[src/rtl/coeff_token_decoder.sv]
// -----------------------------------------------------------------------------
// coeff_token_decoder
//
// Turns Huffman-stage tokens (raw magnitude bits, size category, zero run,
// DC flag, component) into signed coefficients tagged with their zigzag
// position and component. It sits between the Huffman symbol decoder and the
// dequantiser / zigzag buffer.
//
// Features: per-component DC prediction (optional), restart-marker clearing,
// ZRL and EOB tokens, a sticky overrun / bad-size error flag, and a one-deep
// registered output stage with ready/valid back-pressure.
//
// Ports
//   clk_in      in   clock
//   rst_in      in   asynchronous active-high reset
//   restart_in  in   restart marker: clears predictors, position and error
//   value_in    in   [MAX_SIZE]        raw magnitude bits, LSB-aligned
//   size_in     in   [SIZE_W]          size category
//   run_in      in   [4]               zero run preceding this coefficient
//   dc_in       in   token is the DC term of a new block
//   comp_in     in   [COMP_W]          component index
//   valid_in    in   token valid
//   ready_out   out  token accepted when valid_in && ready_out
//   value_out   out  [COEFF_WIDTH]     signed coefficient
//   pos_out     out  [6]               zigzag index 0..63
//   comp_out    out  [COMP_W]          component of value_out
//   eob_out     out  token is end-of-block (value_out = 0)
//   err_out     out  sticky error (position overrun or size out of range)
//   valid_out   out  output valid
//   ready_in    in   downstream ready
// -----------------------------------------------------------------------------
module coeff_token_decoder #(
    parameter int COEFF_WIDTH    = 12,
    parameter int MAX_SIZE       = 11,
    parameter int NUM_COMPONENTS = 3,
    parameter int DELTA_DECODE   = 1,
    localparam int SIZE_W = $clog2(MAX_SIZE + 1),
    localparam int COMP_W = (NUM_COMPONENTS > 1) ? $clog2(NUM_COMPONENTS) : 1
) (
    input  logic                          clk_in,
    input  logic                          rst_in,
    input  logic                          restart_in,
    input  logic [MAX_SIZE-1:0]           value_in,
    input  logic [SIZE_W-1:0]             size_in,
    input  logic [3:0]                    run_in,
    input  logic                          dc_in,
    input  logic [COMP_W-1:0]             comp_in,
    input  logic                          valid_in,
    output logic                          ready_out,
    output logic signed [COEFF_WIDTH-1:0] value_out,
    output logic [5:0]                    pos_out,
    output logic [COMP_W-1:0]             comp_out,
    output logic                          eob_out,
    output logic                          err_out,
    output logic                          valid_out,
    input  logic                          ready_in
);

    // The extension is done one bit wider than the coefficient, and the DC
    // sum two bits wider, so neither can wrap before saturation.
    // MAX_SIZE must stay below COEFF_WIDTH + 1.
    localparam int EXT_W = COEFF_WIDTH + 1;
    localparam int SUM_W = COEFF_WIDTH + 2;

    localparam logic [SIZE_W-1:0] MAX_SIZE_V = SIZE_W'(MAX_SIZE);

    localparam logic signed [SUM_W-1:0] SAT_MAX =
        {{(SUM_W - COEFF_WIDTH + 1){1'b0}}, {(COEFF_WIDTH - 1){1'b1}}};
    localparam logic signed [SUM_W-1:0] SAT_MIN =
        {{(SUM_W - COEFF_WIDTH + 1){1'b1}}, {(COEFF_WIDTH - 1){1'b0}}};

    // Huffman magnitude extension. A clear top bit means a negative value,
    // encoded as the one's complement of the magnitude.
    function automatic logic signed [EXT_W-1:0] extend_mag(
        input logic [MAX_SIZE-1:0] bits,
        input logic [SIZE_W-1:0]   size
    );
        logic [EXT_W-1:0] mask;
        logic [EXT_W-1:0] raw;
        logic [EXT_W-1:0] msb;
        mask = (EXT_W'(1) << size) - EXT_W'(1);
        raw  = {{(EXT_W - MAX_SIZE){1'b0}}, bits} & mask;
        // mask >> 1 covers bits below size-1, so this isolates bit size-1.
        msb  = raw & ~(mask >> 1);
        if (size == '0) begin
            extend_mag = '0;
        end else if (msb != '0) begin
            extend_mag = raw;
        end else begin
            extend_mag = raw - mask;
        end
    endfunction

    // Sign-extend a magnitude-extension result to the sum width.
    function automatic logic signed [SUM_W-1:0] widen_ext(
        input logic signed [EXT_W-1:0] x
    );
        widen_ext = {{(SUM_W - EXT_W){x[EXT_W-1]}}, x};
    endfunction

    // Sign-extend a coefficient-width value to the sum width.
    function automatic logic signed [SUM_W-1:0] widen_coef(
        input logic signed [COEFF_WIDTH-1:0] x
    );
        widen_coef = {{(SUM_W - COEFF_WIDTH){x[COEFF_WIDTH-1]}}, x};
    endfunction

    // Clamp to the signed coefficient range.
    function automatic logic signed [COEFF_WIDTH-1:0] saturate(
        input logic signed [SUM_W-1:0] x
    );
        if (x > SAT_MAX) begin
            saturate = SAT_MAX[COEFF_WIDTH-1:0];
        end else if (x < SAT_MIN) begin
            saturate = SAT_MIN[COEFF_WIDTH-1:0];
        end else begin
            saturate = x[COEFF_WIDTH-1:0];
        end
    endfunction

    // Registered state
    logic                          valid_q, valid_d;
    logic signed [COEFF_WIDTH-1:0] value_q, value_d;
    logic [5:0]                    pos_q,   pos_d;
    logic [COMP_W-1:0]             comp_q,  comp_d;
    logic                          eob_q,   eob_d;
    logic                          err_q,   err_d;
    logic [6:0]                    cnt_q,   cnt_d;   // saturates at 64
    logic signed [COEFF_WIDTH-1:0] pred_q [NUM_COMPONENTS];
    logic signed [COEFF_WIDTH-1:0] pred_d [NUM_COMPONENTS];

    // Token decode
    logic                          accept;
    logic                          size_bad;
    logic                          size_zero;
    logic                          is_eob;
    logic signed [EXT_W-1:0]       ext_val;
    logic signed [COEFF_WIDTH-1:0] pred_sel;
    logic signed [COEFF_WIDTH-1:0] dc_sum;
    logic [6:0]                    base_cnt;
    logic                          base_err;
    logic [7:0]                    target;
    logic                          overrun;
    logic                          pred_wr;

    logic signed [COEFF_WIDTH-1:0] tok_value;
    logic [5:0]                    tok_pos;
    logic [6:0]                    tok_cnt;
    logic                          tok_eob;
    logic                          tok_overrun;

    assign ready_out = ~valid_q | ready_in;
    assign accept    = valid_in & ready_out;

    assign value_out = value_q;
    assign pos_out   = pos_q;
    assign comp_out  = comp_q;
    assign eob_out   = eob_q;
    assign err_out   = err_q;
    assign valid_out = valid_q;

    // Decode the incoming token against the state it will see, i.e. with a
    // same-cycle restart already applied.
    always_comb begin
        size_bad  = (size_in > MAX_SIZE_V);
        size_zero = (size_in == '0);
        is_eob    = size_zero && (run_in != 4'd15);
        ext_val   = size_bad ? '0 : extend_mag(value_in, size_in);
        base_cnt  = restart_in ? 7'd0 : cnt_q;
        base_err  = restart_in ? 1'b0 : err_q;
        pred_sel  = '0;
        for (int i = 0; i < NUM_COMPONENTS; i++) begin
            pred_sel = ((comp_in == COMP_W'(i)) && !restart_in) ? pred_q[i] : pred_sel;
        end
        dc_sum  = saturate(widen_coef(pred_sel) + widen_ext(ext_val));
        // ZRL and plain AC share the rule: target = counter + run.
        target  = {1'b0, base_cnt} + {4'd0, run_in};
        overrun = (target > 8'd63);
    end

    // Per-token result: coefficient, position and next counter value.
    always_comb begin
        tok_value   = '0;
        tok_pos     = 6'd0;
        tok_cnt     = base_cnt;
        tok_eob     = 1'b0;
        tok_overrun = 1'b0;
        if (dc_in) begin
            if (size_bad) begin
                tok_value = '0;
            end else if (DELTA_DECODE != 0) begin
                tok_value = dc_sum;
            end else begin
                tok_value = saturate(widen_ext(ext_val));
            end
            tok_pos = 6'd0;
            tok_cnt = 7'd1;
        end else if (is_eob) begin
            tok_value = '0;
            tok_pos   = base_cnt[6] ? 6'd63 : base_cnt[5:0];
            tok_cnt   = 7'd0;
            tok_eob   = 1'b1;
        end else begin
            // ext_val is zero for ZRL and for an out-of-range size.
            tok_value   = saturate(widen_ext(ext_val));
            tok_pos     = overrun ? 6'd63 : target[5:0];
            tok_cnt     = overrun ? 7'd64 : (target[6:0] + 7'd1);
            tok_overrun = overrun;
        end
    end

    // Next-state: restart first, then token acceptance, then output drain.
    always_comb begin
        valid_d = valid_q;
        value_d = value_q;
        pos_d   = pos_q;
        comp_d  = comp_q;
        eob_d   = eob_q;
        err_d   = err_q;
        cnt_d   = cnt_q;
        pred_d  = pred_q;
        pred_wr = dc_in && (DELTA_DECODE != 0) && !size_bad;

        if (restart_in) begin
            cnt_d = 7'd0;
            err_d = 1'b0;
            for (int i = 0; i < NUM_COMPONENTS; i++) begin
                pred_d[i] = '0;
            end
        end else begin
            cnt_d = cnt_q;
        end

        if (accept) begin
            valid_d = 1'b1;
            value_d = tok_value;
            pos_d   = tok_pos;
            comp_d  = comp_in;
            eob_d   = tok_eob;
            cnt_d   = tok_cnt;
            err_d   = base_err | tok_overrun | size_bad;
            for (int i = 0; i < NUM_COMPONENTS; i++) begin
                pred_d[i] = (pred_wr && (comp_in == COMP_W'(i))) ? dc_sum : pred_d[i];
            end
        end else if (ready_in) begin
            valid_d = 1'b0;
        end else begin
            valid_d = valid_q;
        end
    end

    // State registers with asynchronous reset.
    always_ff @(posedge clk_in or posedge rst_in) begin
        if (rst_in) begin
            valid_q <= 1'b0;
            value_q <= '0;
            pos_q   <= 6'd0;
            comp_q  <= '0;
            eob_q   <= 1'b0;
            err_q   <= 1'b0;
            cnt_q   <= 7'd0;
            for (int i = 0; i < NUM_COMPONENTS; i++) begin
                pred_q[i] <= '0;
            end
        end else begin
            valid_q <= valid_d;
            value_q <= value_d;
            pos_q   <= pos_d;
            comp_q  <= comp_d;
            eob_q   <= eob_d;
            err_q   <= err_d;
            cnt_q   <= cnt_d;
            for (int i = 0; i < NUM_COMPONENTS; i++) begin
                pred_q[i] <= pred_d[i];
            end
        end
    end

endmodule

[config.mk]
export PLATFORM = sky130hd
export DESIGN_NAME = coeff_token_decoder
export DESIGN_NICKNAME = d
export VERILOG_FILES = /design/src/rtl/coeff_token_decoder.sv
export SDC_FILE = /design/constraint.sdc
export NUM_CORES = 1
export LEC_CHECK = 0
export BUFFER_PORTS_ARGS = -buffer_cell sky130_fd_sc_hd__buf_2
export CAP_MARGIN = 30
export CORE_MARGIN = 2
export CORE_UTILIZATION = 37
export CTS_CLUSTER_DIAMETER = 30
export DETAILED_ROUTE_END_ITERATION = 6
export PLACE_DENSITY = 0.61
export RECOVER_POWER = 100
export SYNTH_ARGS = -nofsm -noshare
export SYNTH_HDL_FRONTEND = slang
export SYNTH_SLANG_ARGS = --single-unit
[constraint.sdc]
create_clock -name clk_in -period 3.3 [get_ports clk_in]
set_input_delay 0.66 -clock clk_in [delete_from_list [all_inputs] [get_ports clk_in]]
set_output_delay 0.66 -clock clk_in [all_outputs]
set_load 0.1 [all_outputs]
---- Yosys cells after proc, flatten, opt, wreduce, memory -nomap -nowiden ----
Index checks and enable logic that the tools add are counted.
storage, ports and cells
  flip-flop bits (word level) ............. 66
  latch bits .............................. 0
  bits in writable memories ............... 0
  bits in read-only memories .............. 0
  output and inout port bits .............. 24
  logic and storage cells ................. 82
  memories ................................ 0
operators by class
  add/sub/neg operators ................... 5
  multiply operators ...................... 0
  div/mod/pow operators ................... 0
  order comparisons ....................... 6
  equality and inequality tests ........... 3
  shift operators ......................... 1
  muxes and demuxes ....................... 35
  bitwise gates (word level) .............. 8
  reductions and logical operators ........ 14
operator list
  operator                                                                 count
  12-bit 2-to-1 mux                                                        13
  36-bit 2-to-1 mux                                                        2
  13-bit 2-to-1 mux                                                        3
  7-bit 2-to-1 mux                                                         5
  6-bit 2-to-1 mux                                                         4
  12-bit by 13-bit adder with 14-bit output                                1
  14-bit by 12-bit > comparator with 1-bit output (second input constant)  1
  14-bit by 12-bit < comparator with 1-bit output (second input constant)  1
  11-bit by 13-bit bitwise AND with 13-bit output                          1
  13-bit bitwise AND                                                       1
  13-bit by 12-bit > comparator with 1-bit output (second input constant)  1
  13-bit by 12-bit < comparator with 1-bit output (second input constant)  1
  12-bit inverter with 13-bit output                                       1
  13-bit nonzero test                                                      1
  1-bit by 4-bit << shifter with 13-bit output (first input constant)      1
  13-bit subtractor                                                        1
  13-bit by 2-bit subtractor with 13-bit output (second input constant)    1
  7-bit by 4-bit adder with 8-bit output                                   1
  8-bit by 6-bit > comparator with 1-bit output (second input constant)    1
  1-bit logical AND                                                        8
  1-bit 2-to-1 mux                                                         8
  7-bit by 1-bit adder with 7-bit output (second input constant)           1
  4-bit > comparator (second input constant)                               1
  4-bit zero test                                                          1
  other kinds (9)                                                          12

---- Depth between registers and ports, before layout ----
Gate-level depths: netlist of the first run.
  word-level depth ........................ 14
  depth in mapped cells ................... 29
  gate-level depth less buffers ........... 23

---- Worst setup path after synthesis of the first run ----
Ideal clock, no wire load.
  kind .................................... input to register
  start point ............................. input size_in[2]
  end point ............................... register pred_q[13] in the netlist's numbering
  library setup time ...................... 0.126 ns
  arrival time ............................ 6.517 ns
  slack ................................... -3.343 ns
  stages on the path ...................... 26
  cells stage by stage .................... buf_2 -> buf_2 -> nor3_1 -> nand2_1 -> ha_1 -> buf_6 -> or2_1 -> maj3_1 -> o2111a_1 -> or3_1 -> buf_2 -> nor2_4 -> buf_1 -> a21oi_1 -> nor3_1 -> ha_1 -> or4_1 -> o21a_1 -> o2111ai_1 -> a21boi_0 -> a2111oi_2 -> a211oi_4 -> a2111oi_4 -> a311oi_4 -> and4_4 -> a311o_1
RTL lines
  element                        RTL line  text
  start, declared                44        input logic [SIZE_W-1:0] size_in,
  end signal, assigned by index  274       pred_q[i] <= pred_d[i];
  end, declared                  129       logic signed [COEFF_WIDTH-1:0] pred_q [NUM_COMPONENTS];

==> metrics.txt, run 1 <==
status=finished, violations left; failing checks=max-capacitance violations, negative setup slack; Routed met1 length=8880 um; CTS max path bufs=2; Worst path max stage delay=470 ps; met3 WL=1100 um; WL final=20500 um; vias in the first global route=6336; clk slew on worst S/H paths=60 ps; reg2reg end=pred_q[25]; Antenna diodes=0; CTS sink count=66; Mapped Cells=678; Tot Pwr=3.60 mW; CP dominant cell by count=buf_4; first-pass GRT wire length=32800 um; Final HPWL DP=15100 um; RSZ-0062 raised after global routing=true; worst-case clock skew=6.15 ps; Initial Util=38.1%; synthesized area per cell=8.22 um^2; Flop pwr share=25.9%; DIE AREA=16100 um^2; hold path depth=2; reg2reg path depth=16; syn nets=726; highest metal used=met4; CP max FO=12; largest net degree at the start of global routing=42; # IOs=51; DR iter-0 viols=541; maximum vdd drop=0.381 mV; worst min path class=register to register; Sw Share=41.1%; RePlAce Congestion=0.965; Cell variety after synth=93; hold_sp=comp_out[1]; Leak=3.75 nW; multi-input logic area=4080 um^2; H-tree levels=3; P_int=2.12 mW; layout cells sized above 1=37.5%; Worst Path Required=3540 ps; Post-Syn Area=5580 um^2; Post-synth EDFFs=0; gr ovfl total=0; Syn-to-layout area delta=48.2%; Setup Viol. Count Final=50; clock buffer count from CTS=9; P_sw=1.48 mW; Rel. slew slack=0.306%; Core Area=14600 um^2; Final min period=5670 ps; R2R setup slack=-670 ps; fin crit share=172%; # nets final=954; crit path max-delay cell type=or4_4; FF/Latch Area=1650 um^2; Routed WL per cell=18.7 um; Hold Path End=comp_out[1]; fin util=56.4%; Top FF cell, synth=dfrtp_1; part of the power in the clock network=29.4%; die height=127 um; max-cap violations=1; PnR worst setup slack=-2370 ps; Tot GR Track Use=25.6%; #FFs+latches synth=66; Post-route DRC=0; Worst Setup Start Kind=primary input; sequential fraction of the synthesis area=29.6%; vias per std cell=5.75; die width=127 um; Min Hold Slack=480 ps; Clk Latency, worst-skew pair=340 ps; worst-margin pin slew=1500 ps; Root Buffer=clkbuf_16; Final Hold Viols=0; Port Buffer Count=50; hold_buf cts=0; Slew Limit Fails=0; Synth warnings=0; DRT antenna net count=0; initial antenna violation count=0; kind of critical path=primary input to register; combinational power share=44.7%; setup slack at placement=-2930 ps; FFs w/ async S/R, synth=100%; CTS tree=yes; site row count=44; TNS Setup=-109420 ps; CP endpoint kind=register; wire length on met2=9950 um; FF-to-FF Start=pred_q[12]; # fillers=1292; critical path arrival=5910 ps; power per cell area=436 nW/um^2; vias post-DR=6298; FMAX=176 MHz; drt first pass iters=5
-- cell type report --
| class | count | area share, % |
|---|---|---|
| clock inverter | 7 | 1.23 |
| inverter | 21 | 0.969 |
| multi-input combinational | 548 | 49.4 |
| clock buffer | 9 | 2.73 |
| timing repair buffer | 260 | 22.9 |
| tap | 184 | 2.79 |
| sequential | 66 | 20.0 |
-- layout by cell type (no fill, tap or decap), types with 7 or more instances in the layout --
master and count:
a21boi_0 7, a21oi_1 55, a31oi_1 16, a31oi_4 8, and3_1 10, buf_2 23, buf_4 194, buf_6 8
clkbuf_1 29, clkbuf_16 11, dfrtp_1 66, ha_1 13, inv_1 18, mux2i_1 13, nand2_1 57, nand2b_1 9
nand3_1 25, nor2_1 73, nor2b_1 9, nor3_1 9, o211ai_1 17, o21ai_0 26, o22ai_1 9, or3_1 7
xnor2_1 13, xor2_1 7
-- registers in the layout, summed over array words and instances (netlist names) --
| name | cells |
|---|---|
| cnt_q | 7 |
| comp_out | 2 |
| eob_out | 1 |
| err_out | 1 |
| pos_out | 6 |
| pred_q | 36 |
| valid_out | 1 |
| value_out | 12 |
-- worst max path at each step --
stage / startpoint / to / slack (ps) / cells after the start
after floorplan: size_in[3] / pred_q[27] / -2760 / 28
after global placement: size_in[0] / pred_q[25] / -2820 / 25
after detailed placement: size_in[0] / pred_q[25] / -2930 / 25
after CTS: size_in[1] / pred_q[29] / -2250 / 24
after global routing: size_in[2] / pred_q[22] / -2570 / 25
final: size_in[2] / pred_q[25] / -2370 / 25
-- power by group through the flow --
stage                     Combinational [mW]  Sequential [mW]  Clock (mW)
after floorplan                        0.599             1.30           0
after global placement                  1.43            0.941           0
after detailed placement                1.45            0.944           0
after CTS                               1.52            0.931        1.07
after global routing                    1.70            0.940        1.11
final                                   1.61            0.933        1.06
-- cells by family after synthesis --
| kind of cell | Yosys count | synth area share [%] |
|---|---|---|
| simple gates | 259 | 24.0 |
| compound gates | 227 | 28.9 |
| flops | 66 | 29.6 |
| buf+inv | 65 | 5.61 |
| xor+xnor | 22 | 3.46 |
| fa+ha+maj | 22 | 5.16 |
| mux | 17 | 3.21 |
-- per-layer routing --
layer / up-vias / global-route usage [%]
met5: - / 0
met4: 0 / 9.11
met3: 42 / 3.58
met2: 219 / 43.6
met1: 3034 / 33.4
li1: 3003 / -
-- critical path, delay by kind of cell --
kind	cells	cell delay, ps
AOI/OAI and AO/OA	10	2300
and+or+nand+nor	6	1460
buffers and inverters	6	910
adders and majority gates	2	410
xor gates and xnor gates	1	160
-- Yosys cell counts (3+ instances only) --
cell type	number	share of area, %
nor2b_1	9	1.0
a21oi_1	59	5.3
o22ai_1	9	1.0
and2_1	3	0.34
o211ai_1	17	2.3
a311o_1	4	0.72
a22oi_1	4	0.54
xnor2_1	15	2.4
nand2_1	61	4.1
a21boi_0	8	1.1
a31oi_2	4	0.90
nand4_1	6	0.67
inv_1	18	1.2
a22o_1	3	0.47
and3_1	10	1.1
nor2_1	74	5.0
o311ai_0	11	1.7
mux2i_1	13	2.3
o221ai_1	5	0.79
nand3_1	27	2.4
a211oi_1	3	0.40
dfrtp_1	66	30
o21ai_0	31	2.8
or3_1	8	0.90
or4_1	4	0.54
nand2b_1	10	1.1
or2_2	5	0.56
buf_2	9	0.81
nor3_1	14	1.3
buf_1	3	0.20
xor2_1	7	1.1
a31oi_1	24	2.7
ha_1	19	4.3
o21a_1	6	0.81
buf_6	7	1.4
clkbuf_1	24	1.6
a21o_1	6	0.81
-- stage by stage --
| stage | instances | cell area (um^2) |
|---|---|---|
| finish | 1095 | 8260 |
| global route | 1095 | 8260 |
| CTS | 1088 | 7960 |
| detailed placement | 1060 | 7400 |
| global placement | 1060 | 7400 |
| floorplan | 678 | 5700 |
-- repair_timing --
action	CTS	global route
setup buffers	11	5
gates cloned	1	2
pin swaps	17	26
resized for setup	34	38
endpoints found under the setup margin	48	48
hold endpoints to repair	0	0
(Power assumes the default switching activity.)
==> run 2, diff against run 1 <==
--- a/config.mk
+++ b/config.mk
@@ -8,10 +8,11 @@
 export BUFFER_PORTS_ARGS = -buffer_cell sky130_fd_sc_hd__buf_2
 export CAP_MARGIN = 30
 export CORE_MARGIN = 2
-export CORE_UTILIZATION = 37
+export CORE_UTILIZATION = 32
 export CTS_CLUSTER_DIAMETER = 30
 export DETAILED_ROUTE_END_ITERATION = 6
-export PLACE_DENSITY = 0.61
+export GPL_ROUTABILITY_DRIVEN = 0
+export PLACE_DENSITY = 0.55
 export RECOVER_POWER = 100
 export SYNTH_ARGS = -nofsm -noshare
 export SYNTH_HDL_FRONTEND = slang
==> metrics.txt, run 2 (synthesized netlist as in run 1, its figures left out) <==
status=finished, violations left; failing checks=negative setup slack; CP max FO=10; initial antenna violation count=0; clk slew on worst S/H paths=60 ps; fin crit share=172%; most frequent cells in the layout=buf_4, nor2_1, dfrtp_1; Slew Limit Fails=0; Initial Util=32.5%; kind of critical path=primary input to register; Tot GR Track Use=21.6%; Largest Register=pred_q; worst min path class=register to register; # IOs=51; RSZ-0062 raised after global routing=true; Root Buffer=clkbuf_16; CTS max path bufs=2; Setup Viol. Count Final=51; PnR worst setup slack=-2370 ps; CP endpoint kind=register; Final min period=5670 ps; Worst Path Required=3510 ps; DR iter-0 viols=404; max reg flops=36; gr ovfl total=0; critical path arrival=5880 ps; Worst Setup Start Kind=primary input; FMAX=176 MHz; max-cap violations=0; maximum vdd drop=0.334 mV; die width=136 um; Antenna diodes=0; vias in the first global route=6182; DIE AREA=18500 um^2; # fillers=1635; Routed WL per cell=17.7 um; power per cell area=429 nW/um^2; vias per std cell=5.52; die height=136 um; WL final=20000 um; Syn-to-layout area delta=45.6%; Final Hold Viols=0; vias post-DR=6243; CTS tree=yes; Core Area=17200 um^2; DRT antenna net count=0; met3 usage in global routing=3.43%; clock buffer count from CTS=9; GRT Max-Usage Layer=met2; Rel. slew slack=7.50%; worst-margin pin slew=1390 ps; first-pass GRT wire length=31800 um; met1 usage=27.3%; drt first pass iters=5; fin util=47.3%; # nets final=948; worst-case clock skew=9.75 ps; Tot Pwr=3.48 mW; site row count=48; met2 Use GR=37.9%; Leak=3.72 nW; Port Buffer Count=50; Post-route DRC=0; CTS sink count=66; largest net degree at the start of global routing=40; most common cell after layout, fill and taps aside=buf_4; Clk Latency, worst-skew pair=330 ps; H-tree levels=3; Final HPWL DP=15000 um; reg2reg path depth=17; layout cells sized above 1=36.7%; hold path depth=2
==> run 2: cell count changes in the layout (fill, tap and decap cells not counted), sizes merged <==
cell | previous run | this run
buf | 229 | 225
inv | 22 | 20
clkinv | 3 | 4
clkinvlp | 1 | 0
==> run 2: metal layers <==
| metal | vias to the layer above | share of wire [%] |
|---|---|---|
| li1 | 2979 | - |
| met1 | 3029 | 43 |
| met4 | 0 | 2.5 |
| met3 | 41 | 5.5 |
| met2 | 194 | 49 |
| met5 | - | 0 |
==> run 2: critical path: stages <==
cell and delay [ps]:
buf_8 100, buf_6 110, nor3_4 190, nand2_1 80
ha_2 180, or2_1 240, maj3_2 300, o2111a_1 260
or3_4 380, or4_4 430, a21oi_2 150, o21a_1 170
ha_1 270, a21oi_2 160, o21ai_2 80, o31a_1 290
o41a_1 400, a221o_2 390, buf_4 150, o2111ai_2 100
a22oi_2 140, buf_12 160, and3_1 150, a311o_1 320
==> run 2: report_power, final <==
part / leakage [nW] / internal (mW) / switching, mW
clock network: 0.153 / 0.660 / 0.350
registers: 0.885 / 0.884 / 0.0525
logic: 2.68 / 0.529 / 1.00
total: 3.72 / 2.07 / 1.41
==> run 2: area by class of cell <==
type / instances / area [um^2] / share of cell area (%)
clock inverters: 5 / 78.8 / 0.971
well taps: 225 / 282 / 3.47
multi-input cells: 548 / 3970 / 48.9
inverters: 21 / 80.1 / 0.986
repair buffers: 254 / 1820 / 22.4
clock buffers: 11 / 233 / 2.87
flip-flops and latches: 66 / 1650 / 20.3
==> run 2: through the flow <==
stage	TNS, ps	instances	area, um^2	hold slack [ps]	worst slack [ps]
after global routing	-120520	1130	8120	509	-2570
final	-109310	1130	8120	483	-2370
after detailed placement	-129630	1097	7440	468	-2780
after global placement	-125400	1097	7440	457	-2700
after floorplan	-124510	678	5700	486	-2760
after CTS	-107070	1123	7980	482	-2320
==> run 2: worst paths after layout <==
path                        startpoint  slack, ps           to
max in group asynchronous       rst_in       1110    pred_q[7]
max reg2reg                 pred_q[12]       -660   pred_q[16]
max                         size_in[1]      -2370   pred_q[16]
min                        comp_out[1]        480  comp_out[1]
min reg2reg                comp_out[1]        480  comp_out[1]
min in group asynchronous       rst_in        680   pred_q[18]
==> run 2: what timing repair did <==
action | 4_1_cts | 5_1_grt
resized for setup | 34 | 34
gates cloned | 1 | 0
hold buffers | 0 | 0
setup buffers | 9 | 7
endpoints found under the setup margin | 48 | 48
pin swaps | 20 | 13
hold endpoints to repair | 0 | 0
==> run 3, diff against run 2 <==
--- a/config.mk
+++ b/config.mk
@@ -12,6 +12,7 @@
 export CTS_CLUSTER_DIAMETER = 30
 export DETAILED_ROUTE_END_ITERATION = 6
 export GPL_ROUTABILITY_DRIVEN = 0
+export GPL_TIMING_DRIVEN = 0
 export PLACE_DENSITY = 0.55
 export RECOVER_POWER = 100
 export SYNTH_ARGS = -nofsm -noshare
==> metrics.txt, run 3 (synthesized netlist as in run 1, its figures left out) <==
R2R setup slack=-490 ps; FMAX=167 MHz; status=finished, violations left; CP max FO=7; drt first pass iters=5; Routed WL per cell=18.7 um; Largest Register=pred_q; CP endpoint kind=register; Core Area=17200 um^2; Root Buffer=clkbuf_16; maximum vdd drop=0.429 mV; most frequent cells in the layout=nor2_1, dfrtp_1, a21oi_1; Routed met1 length=8670 um; max-cap violations=0; wire length on met2=9010 um; WL final=19000 um; hold path depth=2; fin crit share=182%; reg2reg path depth=16; Clk Latency, worst-skew pair=340 ps; # IOs=51; die height=136 um; CTS tree=yes; most common cell after layout, fill and taps aside=nor2_1; Post-route DRC=0; initial antenna violation count=0; CTS sink count=66; worst-margin pin slew=1440 ps; RSZ-0062 raised after global routing=true; Final Hold Viols=0; Slew Limit Fails=0; max reg flops=36; Tot GR Track Use=20.3%; failing checks=negative setup slack; PnR worst setup slack=-2690 ps; hold_sp=comp_out[1]; reg2reg end=pred_q[1]; Antenna diodes=0; clock buffer count from CTS=9; largest net degree at the start of global routing=67; Rel. slew slack=4.09%; DR iter-0 viols=412; Final Non-Filler Cells=1019; Worst Path Required=3550 ps; Leak=3.12 nW; highest metal used=met4; Worst Setup Start Kind=primary input; Final min period=5990 ps; # fillers=1690; power per cell area=464 nW/um^2; critical path arrival=6240 ps; gr ovfl total=0; site row count=48; Syn-to-layout area delta=35.4%; H-tree levels=3; met3 WL=1030 um; DP Cell Count=953; die width=136 um; worst-case clock skew=5.46 ps; layout cells sized above 1=27.2%; Port Buffer Count=48; worst min path class=register to register; vias per std cell=5.72; Hold Path End=comp_out[1]; # nets final=837; Setup Viol. Count Final=48; CTS max path bufs=2; vias post-DR=5824; Tot Pwr=3.50 mW; clk slew on worst S/H paths=60 ps; design area=7550 um^2; kind of critical path=primary input to register; placed cell area=6240 um^2; Final HPWL DP=13500 um; FF-to-FF Start=pred_q[12]; Initial Util=32.5%; first-pass GRT wire length=29400 um; DRT antenna net count=0; vias in the first global route=5342; DIE AREA=18500 um^2
[run 3: changes by cell type in the layout (fill, tap and decap cells not counted), moves of 4 or more]
cell | before | now
a31oi_2 | 5 | 0
clkbuf_1 | 30 | 47
ha_4 | 1 | 5
buf_4 | 187 | 45
buf_8 | 1 | 7
a31oi_4 | 0 | 12
a31oi_1 | 23 | 16
[run 3: critical path, cell delays in order]
cell and delay [ps]:
buf_8 100, buf_8 110, buf_8 110, nor3_4 190
nand2_2 110, ha_4 180, or2_4 250, maj3_2 300
o2111a_1 250, or3_1 380, buf_6 150, nor2_4 120
buf_6 120, mux2_4 300, nor3_4 230, ha_4 270
or4_4 510, o21a_1 170, o2111ai_4 100, a21boi_4 120
buf_4 170, a211oi_4 280, o2111ai_1 210, a22oi_2 230
buf_6 200, buf_12 150, nand2_4 70, a31oi_1 190
[run 3: metal layers]
metal  vias up  global-route usage, %
met3        21                   2.98
li1       2768                      -
met1      2837                   28.0
met5         -                      0
met2       198                   33.4
met4         0                   5.21
[run 3: layout make-up]
class | count | area, um^2 | share of cell area, %
multi-input combinational | 547 | 4210 | 55.7
clock inverter | 6 | 90.1 | 1.19
buffer | 43 | 302 | 3.99
clock buffer | 10 | 239 | 3.17
sequential | 66 | 1650 | 21.9
tap | 225 | 282 | 3.73
inverter | 21 | 80.1 | 1.06
timing repair buffer | 101 | 697 | 9.23
[run 3: timing repair]
action	4_1_cts	5_1_grt
gates cloned	2	0
pin swaps	54	30
hold buffers	0	0
gates resized for setup	70	43
setup endpoints to repair	48	48
setup buffers	37	12
[run 3: where the power goes]
part	internal [mW]	switching, mW
Combinational	0.476	1.04
Sequential	0.883	0.0465
Clock	0.683	0.377
Total	2.04	1.46
[run 3: worst max path at each step]
stage	endpoint	cells after the start	start	slack [ps]
floorplan	pred_q[27]	28	size_in[3]	-2760
global placement	pred_q[29]	29	size_in[2]	-3660
detailed placement	pred_q[9]	26	size_in[1]	-3630
CTS	pred_q[16]	27	size_in[2]	-2700
global route	pred_q[31]	30	size_in[2]	-2830
finish	pred_q[10]	28	size_in[2]	-2690
[run 3: per-stage QoR]
step | setup TNS [ps] | util (%) | worst slack [ps] | hold slack (ps)
finish | -123980 | 43.9 | -2690 | 476
global placement | -169340 | 36.2 | -3660 | 459
global route | -132040 | 43.9 | -2830 | 501
floorplan | -124510 | - | -2760 | 486
CTS | -123810 | 42.1 | -2700 | 477
detailed placement | -167350 | 36.3 | -3630 | 464
